<file path="src/rtl/video_pipeline_pkg.sv">
// video_pipeline_pkg: shared geometry derivations and FSM encodings for the scaler pipeline
package video_pipeline_pkg;
  typedef enum logic [2:0] {
    REQ_IDLE  = 3'b001,
    REQ_READ  = 3'b010,
    REQ_STORE = 3'b100
  } req_state_e;
  typedef enum logic [1:0] {
    RESP_IDLE,
    RESP_FETCH,
    RESP_EMIT
  } resp_state_e;
  function automatic int chunknum_bits(input int hactive_bits, input int chunk_bits);
    return hactive_bits - chunk_bits;
  endfunction
  function automatic int request_bits(input int vactive_bits, input int hactive_bits, input int chunk_bits);
    return vactive_bits + chunknum_bits(hactive_bits, chunk_bits);
  endfunction
endpackage

</file>
<file path="src/rtl/SyncFifo.sv">
// SyncFifo: single-clock FIFO with synchronous reset and registered (1-cycle) read data
module SyncFifo #(
  parameter int WIDTH     = 8,
  parameter int ADDR_BITS = 4
) (
  input  logic             clk,
  input  logic             rst,
  input  logic             wr_en_i,
  input  logic [WIDTH-1:0] wr_data_i,
  input  logic             rd_en_i,
  output logic [WIDTH-1:0] rd_data_o,
  output logic             empty_o,
  output logic             full_o
);
  logic [WIDTH-1:0]     mem_q [2**ADDR_BITS];
  logic [ADDR_BITS-1:0] wr_ptr_q, rd_ptr_q;
  logic [ADDR_BITS:0]   cnt_q;
  logic [WIDTH-1:0]     rd_data_q;
  logic                 push, pop;
  assign empty_o   = cnt_q == '0;
  assign full_o    = cnt_q[ADDR_BITS];
  assign push      = wr_en_i && !full_o;
  assign pop       = rd_en_i && !empty_o;
  assign rd_data_o = rd_data_q;
  always_ff @(posedge clk)
    if (push) mem_q[wr_ptr_q] <= wr_data_i;
  always_ff @(posedge clk)
    if (rst) begin
      wr_ptr_q  <= '0;
      rd_ptr_q  <= '0;
      cnt_q     <= '0;
      rd_data_q <= '0;
    end else begin
      if (push) wr_ptr_q <= wr_ptr_q + ADDR_BITS'(1);
      if (pop) begin
        rd_ptr_q  <= rd_ptr_q + ADDR_BITS'(1);
        rd_data_q <= mem_q[rd_ptr_q];
      end
      cnt_q <= cnt_q + (ADDR_BITS+1)'(push) - (ADDR_BITS+1)'(pop);
    end
endmodule

</file>
<file path="src/rtl/video_pad_crop_filter.sv">
// video_pad_crop_filter: crops/pads {row, chunk} requests against a window, forwarding upstream pixels or pad colour
module video_pad_crop_filter
  import video_pipeline_pkg::*;
#(
  parameter int CHUNK_BITS         = 5,
  parameter int HACTIVE_BITS       = 11,
  parameter int VACTIVE_BITS       = 11,
  parameter int BITS_PER_PIXEL     = 16,
  parameter int REQ_FIFO_ADDR_BITS = HACTIVE_BITS - CHUNK_BITS,
  parameter int PIX_FIFO_ADDR_BITS = CHUNK_BITS + 1
) (
  input  logic                                        scalerClock,
  input  logic                                        reset,
  input  logic                                        bypass,
  input  logic [VACTIVE_BITS-1:0]                     padTopRows,
  input  logic [HACTIVE_BITS-CHUNK_BITS-1:0]          padLeftChunks,
  input  logic [VACTIVE_BITS-1:0]                     sourceRows,
  input  logic [HACTIVE_BITS-CHUNK_BITS-1:0]          sourceChunks,
  input  logic [BITS_PER_PIXEL-1:0]                   padColor,
  output logic                                        downstreamRequestFifoReadEnable,
  input  logic                                        downstreamRequestFifoEmpty,
  input  logic [VACTIVE_BITS+HACTIVE_BITS-CHUNK_BITS-1:0] downstreamRequestFifoReadData,
  output logic                                        downstreamResponseFifoWriteEnable,
  input  logic                                        downstreamResponseFifoFull,
  output logic [BITS_PER_PIXEL-1:0]                   downstreamResponseFifoWriteData,
  input  logic                                        upstreamRequestFifoReadEnable,
  output logic                                        upstreamRequestFifoEmpty,
  output logic [VACTIVE_BITS+HACTIVE_BITS-CHUNK_BITS-1:0] upstreamRequestFifoReadData,
  input  logic                                        upstreamResponseFifoWriteEnable,
  output logic                                        upstreamResponseFifoFull,
  input  logic [BITS_PER_PIXEL-1:0]                   upstreamResponseFifoWriteData
);
  localparam int CNB = chunknum_bits(HACTIVE_BITS, CHUNK_BITS);
  localparam int RB  = request_bits(VACTIVE_BITS, HACTIVE_BITS, CHUNK_BITS);
  // Window ends are computed one bit wider so origin+size never wraps
  function automatic logic in_window(
    input logic [VACTIVE_BITS-1:0] row, input logic [CNB-1:0] chunk,
    input logic [VACTIVE_BITS-1:0] top, input logic [CNB-1:0] left,
    input logic [VACTIVE_BITS-1:0] rows, input logic [CNB-1:0] chunks
  );
    logic [VACTIVE_BITS:0] row_end;
    logic [CNB:0]          chunk_end;
    row_end   = {1'b0, top} + {1'b0, rows};
    chunk_end = {1'b0, left} + {1'b0, chunks};
    return row >= top && {1'b0, row} < row_end && chunk >= left && {1'b0, chunk} < chunk_end;
  endfunction
  req_state_e                req_q, req_d;
  logic                      ds_rd_q, ds_vld_q, byp_q, up_push_q, pend_push_q, win_q, win;
  logic                      up_full, pend_full, pend_empty, can_go, room;
  logic [RB-1:0]             req_hold_q, req_cur, up_data_q;
  logic [VACTIVE_BITS-1:0]   req_row;
  logic [CNB-1:0]            req_chunk;
  assign req_cur = ds_vld_q ? downstreamRequestFifoReadData : req_hold_q;
  assign {req_row, req_chunk} = req_cur;
  assign win    = byp_q || in_window(req_row, req_chunk, padTopRows, padLeftChunks, sourceRows, sourceChunks);
  assign room   = !up_full && !pend_full;
  assign can_go = !downstreamRequestFifoEmpty && room;
  assign downstreamRequestFifoReadEnable = ds_rd_q;
  always_comb
    req_d = (req_q == REQ_IDLE && can_go) ? REQ_READ :
            (req_q == REQ_READ && room)   ? REQ_STORE :
            (req_q == REQ_STORE)          ? REQ_IDLE : req_q;
  // Pushes are registered out of STORE; READ re-checks fullness so the lag is safe
  always_ff @(posedge scalerClock)
    if (reset) begin
      req_q       <= REQ_IDLE;
      ds_rd_q     <= 1'b0;
      ds_vld_q    <= 1'b0;
      byp_q       <= 1'b0;
      req_hold_q  <= '0;
      up_push_q   <= 1'b0;
      pend_push_q <= 1'b0;
      win_q       <= 1'b0;
      up_data_q   <= '0;
    end else begin
      req_q       <= req_d;
      ds_rd_q     <= req_q == REQ_IDLE && can_go;
      ds_vld_q    <= ds_rd_q;
      byp_q       <= req_q == REQ_IDLE ? bypass : byp_q;
      req_hold_q  <= req_cur;
      pend_push_q <= req_q == REQ_STORE;
      up_push_q   <= req_q == REQ_STORE && win;
      win_q       <= win;
      up_data_q   <= byp_q ? req_cur : {req_row - padTopRows, req_chunk - padLeftChunks};
    end
  SyncFifo #(.WIDTH(RB), .ADDR_BITS(REQ_FIFO_ADDR_BITS)) u_up_req (
    .clk(scalerClock), .rst(reset),
    .wr_en_i(up_push_q), .wr_data_i(up_data_q),
    .rd_en_i(upstreamRequestFifoReadEnable), .rd_data_o(upstreamRequestFifoReadData),
    .empty_o(upstreamRequestFifoEmpty), .full_o(up_full)
  );
  logic pend_rd, pend_win;
  SyncFifo #(.WIDTH(1), .ADDR_BITS(REQ_FIFO_ADDR_BITS)) u_pending (
    .clk(scalerClock), .rst(reset),
    .wr_en_i(pend_push_q), .wr_data_i(win_q),
    .rd_en_i(pend_rd), .rd_data_o(pend_win),
    .empty_o(pend_empty), .full_o(pend_full)
  );
  resp_state_e               resp_q, resp_d;
  logic [CHUNK_BITS-1:0]     cnt_q, cnt_d;
  logic                      is_pad_q, wr_q, sel_pad_q, issue, pix_rd, pix_empty, pix_full;
  logic [BITS_PER_PIXEL-1:0] pix_data;
  assign pend_rd = resp_q == RESP_IDLE && !pend_empty;
  assign issue   = resp_q == RESP_EMIT && !downstreamResponseFifoFull && (is_pad_q || !pix_empty);
  assign pix_rd  = issue && !is_pad_q;
  always_comb begin
    resp_d = pend_rd                 ? RESP_FETCH :
             resp_q == RESP_FETCH    ? RESP_EMIT  :
             (issue && (&cnt_q))     ? RESP_IDLE  : resp_q;
    cnt_d  = resp_q == RESP_FETCH ? '0 : issue ? cnt_q + CHUNK_BITS'(1) : cnt_q;
  end
  always_ff @(posedge scalerClock)
    if (reset) begin
      resp_q    <= RESP_IDLE;
      cnt_q     <= '0;
      is_pad_q  <= 1'b0;
      wr_q      <= 1'b0;
      sel_pad_q <= 1'b0;
    end else begin
      resp_q    <= resp_d;
      cnt_q     <= cnt_d;
      is_pad_q  <= resp_q == RESP_FETCH ? !pend_win : is_pad_q;
      wr_q      <= issue;
      sel_pad_q <= is_pad_q;
    end
  SyncFifo #(.WIDTH(BITS_PER_PIXEL), .ADDR_BITS(PIX_FIFO_ADDR_BITS)) u_pix (
    .clk(scalerClock), .rst(reset),
    .wr_en_i(upstreamResponseFifoWriteEnable), .wr_data_i(upstreamResponseFifoWriteData),
    .rd_en_i(pix_rd), .rd_data_o(pix_data),
    .empty_o(pix_empty), .full_o(pix_full)
  );
  assign downstreamResponseFifoWriteEnable = wr_q;
  assign downstreamResponseFifoWriteData   = !wr_q ? '0 : sel_pad_q ? padColor : pix_data;
  assign upstreamResponseFifoFull          = pix_full || reset;
endmodule

</file>
<file path="config.mk">
export PLATFORM = sky130hd
export DESIGN_NAME = video_pad_crop_filter
export DESIGN_NICKNAME = d
export VERILOG_FILES = /design/src/rtl/video_pipeline_pkg.sv /design/src/rtl/SyncFifo.sv /design/src/rtl/video_pad_crop_filter.sv
export SDC_FILE = /design/constraint.sdc
export NUM_CORES = 2
export LEC_CHECK = 0
export CORE_MARGIN = 2
export CORE_UTILIZATION = 27
export CTS_BUF_LIST = sky130_fd_sc_hd__clkbuf_2 sky130_fd_sc_hd__clkbuf_4 sky130_fd_sc_hd__clkbuf_8
export DETAILED_ROUTE_END_ITERATION = 12
export PLACE_DENSITY = 0.44
export SLEW_MARGIN = 20
export SYNTH_ARGS = -nofsm -noshare
export SYNTH_HDL_FRONTEND = slang
export SYNTH_SLANG_ARGS = --single-unit
</file>
<file path="constraint.sdc">
create_clock -name scalerClock -period 3.4 [get_ports scalerClock]
set_input_delay 0.68 -clock scalerClock [delete_from_list [all_inputs] [get_ports scalerClock]]
set_output_delay 0.68 -clock scalerClock [all_outputs]
set_load 0.005 [all_outputs]
</file>
==> results.cfg <==
[run_status]
status = completed

[timing]
fin_ws_ns = 0.2039
finalSetupViolations = 0
hold_viol = 0
drv_slew = 0
fin_skew_ns = 0.06408
max_freq_ghz = 0.3129
slew_headroom = 0.2897
worst_pin_slew_ns = 1.065
post-route-period-util = 0.9400
period_needed_ns = 3.196
rsz0062_at_grt = no

[final_layout]
utilization = 0.3246
final_cell_mix = edfxtp_1 (2176), mux4_2 (542), clkbuf_8 (407), buf_4 (355), nor2_1 (231)
final_common_cell = edfxtp_1
area_growth_pct = 19.69
nNetsFinal = 5486
drive_gt1_frac = 0.3120

[routing]
drt-initial-drc-count = 3594
drt-vias-per-instance = 4.641
wl_per_cell_um = 25.32
drc_errors = 0
ant_nets = 0
via_count = 46940
dr.pass1.iters = 6
drt_wl_total_um = 256100

[floorplan]
die_height_um = 585.5
core_um2 = 336600
row_count = 213
start_util = 0.2712
pin_count = 127
die_w_um = 585.5
dieArea_um2 = 342800

[placement]
gp_congestion = 0.7694
port_buffers = 126
place_ws_ns = -1.234
hpwl_um = 159000

[critical_path]
startpoint_type = input pin
crit_family = compound AO/OA/AOI/OAI gates
cpPeakStageDelay_ns = 0.43
critPathArrivalTime_ns = 3.99
cp-end-kind = flop
cp_data_required_time_ns = 4.20
path_max_fanout = 3
path_class = in -> reg
crit_buf_inv = 3
cp_slowest_cell = clkdlybuf4s50_1
critical_path.cell_chain = clkdlybuf4s50_1 -> ha_2 -> fa_1 -> buf_4 -> a21o_1 -> a21oi_4 -> o211ai_1 -> a31o_2 -> a21oi_1 -> xor2_1 -> ha_1 -> buf_4 -> nor4_2 -> nor3_1 -> o211ai_1 -> a211oi_2 -> nor4_1

[grt]
grt_usage = 0.1475
antenna_found_initial = 14
grt_pass1_wl_um = 363900
overflow = 0
grt_max_degree = 65
grt_pass1_vias = 48850

[pwr]
power_density_nw_per_um2 = 610.7
irDropWorstVdd_mv = 0.3208
leakagePower_nw = 34.28

[yosys]
ys_types = 68
synth_area_leaders = edfxtp_1 (72%), mux4_2 (13%), dfxtp_1 (3.2%)
ys.flop_type = edfxtp_1
synth_top_area_frac = 0.7157
netlist_area_um2 = 91290
yosysTopAreaCell = edfxtp_1
ys_warn_count = 0
ys_seq_elements = 2320
netlist_instances = 4591
ys_async_sr_fraction = 0
avgSynthCellArea_um2 = 19.89
synth_edf_count = 2176
yosysSeqAreaShare = 0.7473
synth_nets = 4772

[run]
maxCapViolations = 0

[hold_path]
hp-class = in -> reg

[clock_network]
clockBufferDepth = 4
clk_latency_ns = 0.98
clock-sinks = 2320
root_buffer = clkbuf_8
cts_buffers = 386
htreeDepth = 5
cts_setup_buffers = 0
tritoncts = done
path_clk_slew_ns = 0.06
[power by group]
group | internal, mW | leakage (nW) | switching [mW] | total, mW
Clock | 13.1 | 3.94 | 11.0 | 24.1
Sequential | 32.3 | 20.9 | 0.917 | 33.2
Combinational | 4.45 | 9.44 | 5.02 | 9.46
[cell usage after synthesis (49+ instances only)]
library cell	count
a21oi_1	59
a221oi_1	93
a22oi_1	50
buf_2	49
clkbuf_1	144
dfxtp_1	144
edfxtp_1	2176
ha_1	84
inv_1	67
mux2i_1	120
mux4_2	542
nand2_1	164
nand3_1	65
nor2_1	292
[cells by family after synthesis]
family,share of synthesized area
compound gates,0.03391
xor+xnor,0.005468
fa+ha+maj,0.01305
buf+inv,0.01527
flops,0.7473
mux,0.1485
simple gates,0.03652
[metrics by stage]
step | instances | hold WS (ns) | setup TNS, ns | area (µm²) | power (mW)
floorplan | 4591 | 0.4132 | 0 | 91290 | 39.25
global placement | 9429 | 0.4737 | -2.886 | 101700 | 43.40
CTS | 10110 | 0.1284 | 0 | 109200 | 67.85
finish | 10110 | 0.2205 | 0 | 109300 | 66.74
detailed placement | 9429 | 0.4728 | -3.013 | 101800 | 43.49
global route | 10110 | 0.1744 | 0 | 109300 | 69.65
[sequential cells by signal, summed over array words and instances, names as in the netlist, 16 cells and up]
| name | count |
|---|---|
| u_up_req.mem_q | 1088 |
| u_pix.mem_q | 1024 |
| u_pending.mem_q | 64 |
| req_hold_q | 17 |
| u_up_req.rd_data_o | 17 |
| up_data_q | 17 |
| u_pix.rd_data_o | 16 |
[repair_timing]
| item | CTS | global route |
|---|---|---|
| endpoints found under the setup margin | 2 | 3 |
| pin swaps | 0 | 5 |
| gates resized for setup | 2 | 11 |
| hold buffers | 3 | 0 |
| hold endpoints to repair | 19 | 0 |
[path summary, 6_finish.rpt]
path	depth (start not counted)	slack (ns)	startpoint	endpoint
min reg2reg	1	0.48	downstreamRequestFifoReadEnable$_SDFF_PP0_	ds_vld_q$_SDFF_PP0_
max	17	0.20	padTopRows[0]	win_q$_SDFF_PP0_
min	2	0.22	upstreamResponseFifoWriteData[6]	u_pix.mem_q[52][6]$_DFFE_PP_
max reg2reg	13	0.38	resp_q[1]$_SDFFE_PP0P_	u_pix.cnt_q[6]$_SDFF_PP0_
[area by class of cell]
cell class,count,area [µm²]
repair buffers,577,5742
fillers,32370,227300
diodes,9,22.52
multi-input cells,1952,21920
flip-flops and latches,2320,68280
well taps,4515,5649
clock buffers,556,6720
inverters,68,255.2
clock inverters,117,685.7
[layer usage]
layer	vias up	global-route usage	routed length, µm
met1	25010	0.1993	113000
met2	1202	0.2430	124000
met5	-	0	13
met3	384	0.02642	12780
li1	20340	-	-
met4	2	0.04121	6367
No activity file was read; power rests on OpenSTA's default activity.
